--- config.mk ---
export PLATFORM = sky130hd
export DESIGN_NAME = cpu_run_sequencer
export DESIGN_NICKNAME = d
export VERILOG_FILES = /design/src/rtl/cpu_seq_pkg.sv /design/src/rtl/seq_addr_queue.sv /design/src/rtl/cpu_run_sequencer.sv
export SDC_FILE = /design/constraint.sdc
export NUM_CORES = 1
export LEC_CHECK = 0
export CAP_MARGIN = 5
export CELL_PAD_IN_SITES_DETAIL_PLACEMENT = 2
export CELL_PAD_IN_SITES_GLOBAL_PLACEMENT = 2
export CORE_MARGIN = 2
export CORE_UTILIZATION = 30
export CTS_BUF_LIST = sky130_fd_sc_hd__clkbuf_8
export CTS_CLUSTER_SIZE = 30
export DETAILED_ROUTE_END_ITERATION = 10
export GPL_TIMING_DRIVEN = 0
export HOLD_SLACK_MARGIN = 0.06
export PLACE_DENSITY_LB_ADDON = 0.12
export SYNTH_ARGS = -nofsm -noshare
export SYNTH_HDL_FRONTEND = slang
export SYNTH_SLANG_ARGS = --single-unit
--- constraint.sdc ---
create_clock -name clock_i -period 1.8 [get_ports clock_i]
set_input_delay 0.18 -clock clock_i [delete_from_list [all_inputs] [get_ports clock_i]]
set_output_delay 0.18 -clock clock_i [all_outputs]
set_load 0.02 [all_outputs]
--- src/rtl/cpu_seq_pkg.sv ---
// rtl/cpu_seq_pkg.sv - shared types and defaults for the CPU run sequencer
// Purpose: sequencer state enum, default widths/depth and the saturating
// cycle-counter maximum helper.
package cpu_seq_pkg;

  typedef enum logic [2:0] {
    S_IDLE,
    S_LAUNCH,
    S_RUN,
    S_REPORT,
    S_FINISH
  } seq_state_e;

  localparam int ADDR_W_DEF = 8;
  localparam int DEPTH_DEF  = 4;
  localparam int CNT_W_DEF  = 15;

  // Largest value a w-bit counter can hold; the run counter sticks here.
  function automatic logic [63:0] cnt_sat_max(input int unsigned w);
    return (64'd1 << w) - 64'd1;
  endfunction

endpackage

--- src/rtl/seq_addr_queue.sv ---
// rtl/seq_addr_queue.sv - DEPTH x ADDR_W start-address store with push, indexed read and flush
// Ports:
//   clk, rst_n      clock, asynchronous active-low reset (empties the queue)
//   push, push_addr append push_addr at index count when not full
//   flush           empty the queue (wins over push)
//   rd_idx, rd_addr combinational read of entry rd_idx
//   count, full     number of stored entries, count == DEPTH
module seq_addr_queue
  import cpu_seq_pkg::*;
#(
  parameter int ADDR_W = ADDR_W_DEF,
  parameter int DEPTH  = DEPTH_DEF,
  localparam int IW    = $clog2(DEPTH)
) (
  input  logic              clk,
  input  logic              rst_n,
  input  logic              push,
  input  logic [ADDR_W-1:0] push_addr,
  input  logic              flush,
  input  logic [IW-1:0]     rd_idx,
  output logic [ADDR_W-1:0] rd_addr,
  output logic [IW:0]       count,
  output logic              full
);

  logic [ADDR_W-1:0] mem [DEPTH];
  logic              accept;

  assign full    = (count == (IW+1)'(DEPTH));
  assign accept  = push && !full && !flush;
  assign rd_addr = mem[rd_idx];

  always_ff @(posedge clk or negedge rst_n) begin
    if (!rst_n) begin
      count <= '0;
    end else if (flush) begin
      count <= '0;
    end else if (accept) begin
      count <= count + (IW+1)'(1);
    end
  end

  // Data words need no reset: only entries below count are ever read.
  always_ff @(posedge clk) begin
    if (accept) begin
      mem[count[IW-1:0]] <= push_addr;
    end
  end

endmodule

--- src/rtl/cpu_run_sequencer.sv ---
// rtl/cpu_run_sequencer.sv - batch launcher: queues start addresses and runs them back-to-back on the CPU
// Ports:
//   clock_i, reset_ni           clock, asynchronous active-low reset
//   push_i, push_addr_i         enqueue a start address (IDLE only)
//   go_i, abort_i               start the batch / abandon it and flush the queue
//   cpu_start_o, cpu_start_addr_o, cpu_done_i   CPU start/done handshake
//   full_o, count_o, busy_o     queue and batch status
//   result_*_o                  per-run report (valid is a one-cycle strobe)
//   batch_done_o                one-cycle strobe after the last report
module cpu_run_sequencer
  import cpu_seq_pkg::*;
#(
  parameter int ADDR_W  = ADDR_W_DEF,
  parameter int DEPTH   = DEPTH_DEF,
  parameter int CNT_W   = CNT_W_DEF,
  parameter int TIMEOUT = 0,
  localparam int IW     = $clog2(DEPTH)
) (
  input  logic              clock_i,
  input  logic              reset_ni,
  input  logic              push_i,
  input  logic [ADDR_W-1:0] push_addr_i,
  input  logic              go_i,
  input  logic              abort_i,
  output logic              cpu_start_o,
  output logic [ADDR_W-1:0] cpu_start_addr_o,
  input  logic              cpu_done_i,
  output logic              full_o,
  output logic [IW:0]       count_o,
  output logic              busy_o,
  output logic              result_valid_o,
  output logic [IW-1:0]     result_idx_o,
  output logic [CNT_W-1:0]  result_cycles_o,
  output logic              result_timeout_o,
  output logic              batch_done_o
);

  localparam logic [CNT_W-1:0] CNT_MAX = CNT_W'(cnt_sat_max(CNT_W));

  seq_state_e        state, state_nx;
  logic [IW-1:0]     idx;
  logic [CNT_W-1:0]  cnt, cnt_inc;
  logic [ADDR_W-1:0] rd_addr;
  logic              q_push, q_flush;
  logic              timeout_hit, run_end, last_run;

  seq_addr_queue #(
    .ADDR_W(ADDR_W),
    .DEPTH (DEPTH)
  ) u_queue (
    .clk      (clock_i),
    .rst_n    (reset_ni),
    .push     (q_push),
    .push_addr(push_addr_i),
    .flush    (q_flush),
    .rd_idx   (idx),
    .rd_addr  (rd_addr),
    .count    (count_o),
    .full     (full_o)
  );

  assign q_push  = push_i && (state == S_IDLE);
  assign q_flush = abort_i || (state == S_FINISH);

  assign cnt_inc     = (cnt == CNT_MAX) ? cnt : cnt + CNT_W'(1);
  assign timeout_hit = (TIMEOUT != 0) && (32'(cnt_inc) == 32'(TIMEOUT));
  assign run_end     = cpu_done_i || timeout_hit;
  assign last_run    = ({1'b0, idx} == count_o - (IW+1)'(1));

  always_comb begin
    state_nx = state;
    case (state)
      S_IDLE:   if (go_i && !push_i && count_o != '0) state_nx = S_LAUNCH;
      // done is not looked at in LAUNCH so a level left over from the
      // previous run cannot complete this one.
      S_LAUNCH: state_nx = S_RUN;
      S_RUN:    if (run_end) state_nx = S_REPORT;
      S_REPORT: state_nx = last_run ? S_FINISH : S_LAUNCH;
      S_FINISH: state_nx = S_IDLE;
      default:  state_nx = S_IDLE;
    endcase
    if (abort_i && state != S_IDLE) state_nx = S_IDLE;
  end

  always_ff @(posedge clock_i or negedge reset_ni) begin
    if (!reset_ni) begin
      state            <= S_IDLE;
      idx              <= '0;
      cnt              <= '0;
      result_idx_o     <= '0;
      result_cycles_o  <= '0;
      result_timeout_o <= 1'b0;
    end else begin
      state <= state_nx;
      case (state)
        S_IDLE:   idx <= '0;
        S_LAUNCH: cnt <= '0;
        S_RUN: begin
          cnt <= cnt_inc;
          // Result registers load on entry to REPORT and hold until the next one.
          if (run_end && !abort_i) begin
            result_idx_o     <= idx;
            result_cycles_o  <= cnt_inc;
            result_timeout_o <= !cpu_done_i;
          end
        end
        S_REPORT: if (state_nx == S_LAUNCH) idx <= idx + IW'(1);
        default: ;
      endcase
    end
  end

  assign cpu_start_o      = (state == S_LAUNCH) && !abort_i;
  assign cpu_start_addr_o = (state == S_LAUNCH || state == S_RUN) ? rd_addr : '0;
  assign busy_o           = (state != S_IDLE);
  assign result_valid_o   = (state == S_REPORT) && !abort_i;
  assign batch_done_o     = (state == S_FINISH) && !abort_i;

endmodule

==> run summary, run 1 <==
Avg WL per Cell: 19.4 um
failing checks: negative setup slack
slack of the critical path: -0.133 ns
Seq/Total Area, Yosys: 0.567
synth top area cells: dfrtp_1, edfxtp_1, mux4_2, a31oi_1, and2_1
Setup CP Type: reg -> out
Seq pwr share: 0.421
CTS sink cnt: 73
cell count after synthesis: 298
drt first pass iters: 4
Yosys top cell by area: dfrtp_1
Post-Syn Area: 3500 sq um
io pins: 48
first-pass GRT wire length: 16.3 mm
share of layout cells above drive strength 1: 0.344
HPWL reported at the end of detailed placement: 6.67 mm
grt met3 use: 0.0378
Inserted Diodes: 0
Initial Util: 0.307
Synth Net Count: 318
CP max FO: 4
Max-cap violations: 0
Worst-Skew Late Latency: 0.37 ns
largest net degree at the start of global routing: 30
Placer Congestion: 0.781
drt initial violations: 90
core area: 11400 sq um
Psw: 1.53 mW
Synth cell types: 52
initial antenna violation count: 0
pwr dens: 966 nW/um^2
CP max stage delay: 0.49 ns
Fin. Hold Viols: 0
row count: 39
die area: 12600 sq um
Post-synth EDFFs: 32
skew final: 0.0112 ns
antenna-violating nets left: 0
async set-reset flop share out of synthesis: 0.562
Peak supply drop: 0.000690 V
clk buf depth: 2
Slew Limit Headroom: 0.760
Worst Path Arrival: 1.75 ns
Post-Layout Cell Count: 536
crit-path cells: clkbuf_16 -> mux4_2 -> and2_4 -> buf_6
Finished Core Util: 0.438
Slowest-stage cell, CP: mux4_2
Syn Area/Cell: 11.8 sq um
Worst Hold Class: in -> async
M1 GR Usage: 0.212
Syn-to-layout area delta: 42.8%
final setup violating endpoints: 8
max-slew violation count: 0
Vias per Instance: 5.12
DIE WIDTH: 112 um
CTS tree: yes
top cell type's share of synthesized area: 0.293
dominant synthesized flop cell: dfrtp_1
leakage power: 2.04 nW
Root Buffer: clkbuf_8
Routed WL: 10.4 mm
nets: 408
CP Data Required Time: 1.62 ns
Pint: 3.30 mW
Switching Fraction: 0.316
CP endpoint kind: output port
I/O Buffers: 47
TritonCTS buffer count: 9
die boundary height: 112 um
Critical Path Source Type: flip-flop
Tot GR Track Use: 0.170
Fmax: 517 MHz
DP Cell Count: 489
#FFs+latches synth: 73
Most Used Layer, Global Route: met2
Ys Warns: 0
RSZ-0062 raised after global routing: true
Worst-Margin Slew: 0.360 ns
pre-CTS setup slack: -0.984 ns
met2 Track Usage GR: 0.293
vias in the first global route: 2961
Clk network pwr share: 0.290
via count: 2746
clk slew on worst S/H paths: 0.09 ns
Final period util: 1.07
fin crit period: 1.93 ns
Residual DRC: 0
Comb pwr share: 0.289
outcome: finished, violations left
GRT Residual Overflow: 0
depth of the CTS H-tree: 3
-- worst max-delay path, delay by kind of cell (launching register included) --
kind          cells  cell delay [ns]
buf+inv           2             0.28
flops             1             0.44
mux               1             0.49
simple gates      1             0.16
-- cells in the mapped netlist (5+ instances only) --
cell,count
buf_2,9
and2_1,14
and3_1,5
o21ai_0,16
ha_1,6
nor3_1,5
xor2_1,5
nor2_1,18
xnor2_1,5
nand2_1,23
dfrtp_1,41
nand4_1,9
edfxtp_1,32
nand3_1,12
inv_1,9
a31oi_1,14
mux4_2,8
a21oi_1,12
-- sequential cells by signal, summed over array words and instances, names as in the netlist --
| signal | flops |
|---|---|
| result_cycles_o | 15 |
| state | 3 |
| result_idx_o | 2 |
| u_queue.count | 3 |
| idx | 2 |
| u_queue.mem | 32 |
| cnt | 15 |
| result_timeout_o | 1 |
-- metrics by stage --
step | power [mW] | instance area [sq um] | TNS [ns] | hold WS, ns
CTS | 4.74 | 4700 | -1.09 | 0.244
global placement | 3.15 | 4160 | -55.42 | 0.459
floorplan | 2.66 | 3510 | 0 | -0.116
detailed placement | 3.19 | 4180 | -26.12 | 0.112
finish | 4.83 | 5000 | -0.833 | 0.243
global route | 5.08 | 5000 | -2.24 | 0.278
-- cell type report --
| class | count | area, sq um |
|---|---|---|
| plain buffers | 14 | 146 |
| clock buffers | 10 | 138 |
| clock inverters | 6 | 73.8 |
| fillers | 1173 | 6420 |
| inverters | 9 | 33.8 |
| multi-input cells | 199 | 1610 |
| flip-flops and latches | 73 | 1990 |
| well taps | 143 | 179 |
| repair buffers | 82 | 831 |
-- timing repair --
action / in CTS / in global routing
pin swaps: 8 / 20
endpoints found under the setup margin: 79 / 70
gates resized for setup: 98 / 55
hold endpoints to repair: 41 / 0
setup buffers: 20 / 11
hold buffers: 1 / 0
cloned: 0 / 2
-- cell families after synthesis --
family	Yosys count	synth area share
flip-flops	73	0.567
XOR/XNOR	10	0.0250
AO/OA/AOI/OAI	63	0.115
AND/OR/NAND/NOR	108	0.170
multiplexers	12	0.0632
adder cells (fa/ha/maj)	6	0.0214
buffers and inverters	26	0.0375
-- path summary, 6_finish.rpt --
| path | from | to | cells past startpoint | slack (ns) |
|---|---|---|---|---|
| worst max-delay path | idx[0] | cpu_start_addr_o[5] | 4 | -0.13 |
| max in group asynchronous | reset_ni | u_queue.count[0] | 3 | 1.06 |
| worst max register to register | state[0] | result_cycles_o[6] | 5 | 0.03 |
| worst min register to register | result_cycles_o[7] | result_cycles_o[7] | 2 | 0.48 |
| worst min-delay path | reset_ni | idx[1] | 2 | 0.24 |
| min in group clock_i | push_addr_i[1] | u_queue.mem[0][1] | 1 | 0.44 |
-- power groups by stage --
stage / combinational [mW] / clock [mW] / sequential (mW)
floorplan: 0.499 / 0 / 2.17
global placement: 1.09 / 0 / 2.06
detailed placement: 1.12 / 0 / 2.07
CTS: 1.28 / 1.43 / 2.03
global route: 1.51 / 1.50 / 2.06
finish: 1.40 / 1.40 / 2.04
-- cell usage in the layout (no fill, tap or decap), types with 12 or more instances in the layout --
cell type and instances:
clkbuf_8 12, edfxtp_1 32, clkdlybuf4s50_1 33, nor2_1 14, buf_4 27, a31oi_1 13
nand2_1 21, and2_4 12, dfrtp_1 36, o21ai_0 15, a21oi_1 12, buf_6 16
-- metal layers --
| layer | part of all wire | vias up |
|---|---|---|
| met3 | 0.027 | 13 |
| met4 | 0.014 | 0 |
| li1 | - | 1292 |
| met5 | 0 | - |
| met1 | 0.43 | 1393 |
| met2 | 0.53 | 48 |
Power figures use the tool's default switching activity.
==> run 2: changes to the inputs <==
- clock period: 1.8 -> 1.9 ns (I/O delays scaled with it)
==> run 2 against run 1 <==
- the flow still finishes with violations (negative setup slack)
- register-to-register slack better by 0.05 ns
- utilization down 1.9 points
- sequential share of layout area up 1.8 points
- largest power group unchanged
- highest routed layer unchanged
- critical endpoint is now cpu_start_addr_o[6]
- critical path type unchanged
- design area down 4.4%
==> run summary, run 2 (same netlist as run 1, synthesis figures left out) <==
outcome: finished, violations left
failing checks: negative setup slack
Inserted Diodes: 0
CP max FO: 7
Residual DRC: 0
CP max stage delay: 0.48 ns
drt initial violations: 108
vias in the first global route: 2959
leading cell types in the layout, fill and taps excluded: dfrtp_1, clkdlybuf4s50_1, edfxtp_1
max reg flops: 32
drt first pass iters: 4
Syn-to-layout area delta: 36.5%
Fmax: 511 MHz
Peak supply drop: 0.000491 V
GRT Residual Overflow: 0
via count: 2714
Avg WL per Cell: 19.1 um
HPWL reported at the end of detailed placement: 6.62 mm
die area: 12600 sq um
core area: 11400 sq um
Fin. Hold Viols: 0
Routed WL: 10.1 mm
row count: 39
CP endpoint kind: output port
Final period util: 1.03
clk slew on worst S/H paths: 0.09 ns
Worst-Margin Slew: 0.492 ns
Max-cap violations: 0
Placer Congestion: 0.753
crit-path cells: buf_12 -> buf_12 -> mux4_2 -> and2_4 -> buf_6
Tot GR Track Use: 0.171
Critical Path Source Type: flip-flop
TritonCTS buffer count: 9
skew final: 0.0146 ns
max-slew violation count: 0
fin crit period: 1.96 ns
pwr dens: 931 nW/um^2
most common cell after layout, fill and taps aside: dfrtp_1
slack of the critical path: -0.0552 ns
initial antenna violation count: 0
I/O Buffers: 47
nets: 402
Finished Core Util: 0.419
final setup violating endpoints: 6
Slew Limit Headroom: 0.672
Tot Pwr: 4.45 mW
Worst Hold Class: in -> async
Final Cell Area: 4780 sq um
clk buf depth: 2
Vias per Instance: 5.13
CP Data Required Time: 1.71 ns
Crit path top cell by count: buf_12
RSZ-0062 raised after global routing: true
final hold slack: 0.307 ns
CTS tree: yes
Post-DP Area: 4170 sq um
DIE WIDTH: 112 um
Slowest-stage cell, CP: mux4_2
share of layout cells above drive strength 1: 0.295
first-pass GRT wire length: 16.3 mm
Setup CP Type: reg -> out
pre-CTS setup slack: -0.928 ns
antenna-violating nets left: 0
Worst-Skew Late Latency: 0.37 ns
Root Buffer: clkbuf_8
leakage power: 1.92 nW
depth of the CTS H-tree: 3
die boundary height: 112 um
Initial Util: 0.307
io pins: 48
largest net degree at the start of global routing: 25
CTS sink cnt: 73
Worst Path Arrival: 1.77 ns
run 2: changes by cell type in the layout (fill, tap and decap cells not counted), moves of 3 or more:
cell      before  now
nor2_1        14   17
nor2_2         4    1
buf_2          4    8
clkbuf_8      12    9
buf_4         27   22
run 2: worst paths after layout:
check,from,endpoint,slack (ns),cells after the start
worst max-delay path,idx[0],cpu_start_addr_o[6],-0.06,5
worst min-delay path,reset_ni,cnt[2],0.31,2
worst max register to register,state[0],result_cycles_o[6],0.08,6
worst min register to register,result_cycles_o[10],result_cycles_o[10],0.49,2
max in group asynchronous,reset_ni,u_queue.count[0],1.06,3
min in group clock_i,go_i,state[0],0.43,3
run 2: routing by layer:
metal	vias to the layer above	track usage	routed length, um
met5	-	0	0
met3	14	0.0286	265
met1	1384	0.208	4420
li1	1276	-	-
met4	0	0.0780	217
met2	40	0.298	5190
run 2: power by group:
group / total [mW] / internal [mW] / switching, mW / leakage [nW]
Combinational: 1.28 / 0.644 / 0.632 / 0.991
Clock: 1.25 / 0.603 / 0.649 / 0.0917
Sequential: 1.92 / 1.81 / 0.116 / 0.838
run 2: critical path, delay by kind of cell (launching register included):
family	cells	cell delay, ns
multiplexers	1	0.48
flip-flops	1	0.40
buffers and inverters	3	0.36
AND/OR/NAND/NOR	1	0.15
run 2: final cells by class:
cell class | instances | area (sq um)
Sequential cell | 73 | 1990
Timing Repair Buffer | 75 | 723
Clock inverter | 6 | 67.6
Buffer | 15 | 143
Inverter | 9 | 33.8
Clock buffer | 9 | 124
Multi-Input combinational cell | 199 | 1520
Fill cell | 1208 | 6640
Tap cell | 143 | 179
run 2: what timing repair did:
action                                  4_1_cts  5_1_grt
endpoints found under the setup margin       79       60
pin swaps                                    11        4
hold endpoints to repair                     17        0
gates resized for setup                     107       18
hold buffers                                  1        0
setup buffers                                18        8
run 2: stage by stage:
stage | setup TNS, ns | cells
after floorplan | 0 | 298
after global placement | -55.82 | 488
after detailed placement | -29.67 | 489
after CTS | -0.368 | 522
after global routing | -0.997 | 529
final | -0.220 | 529
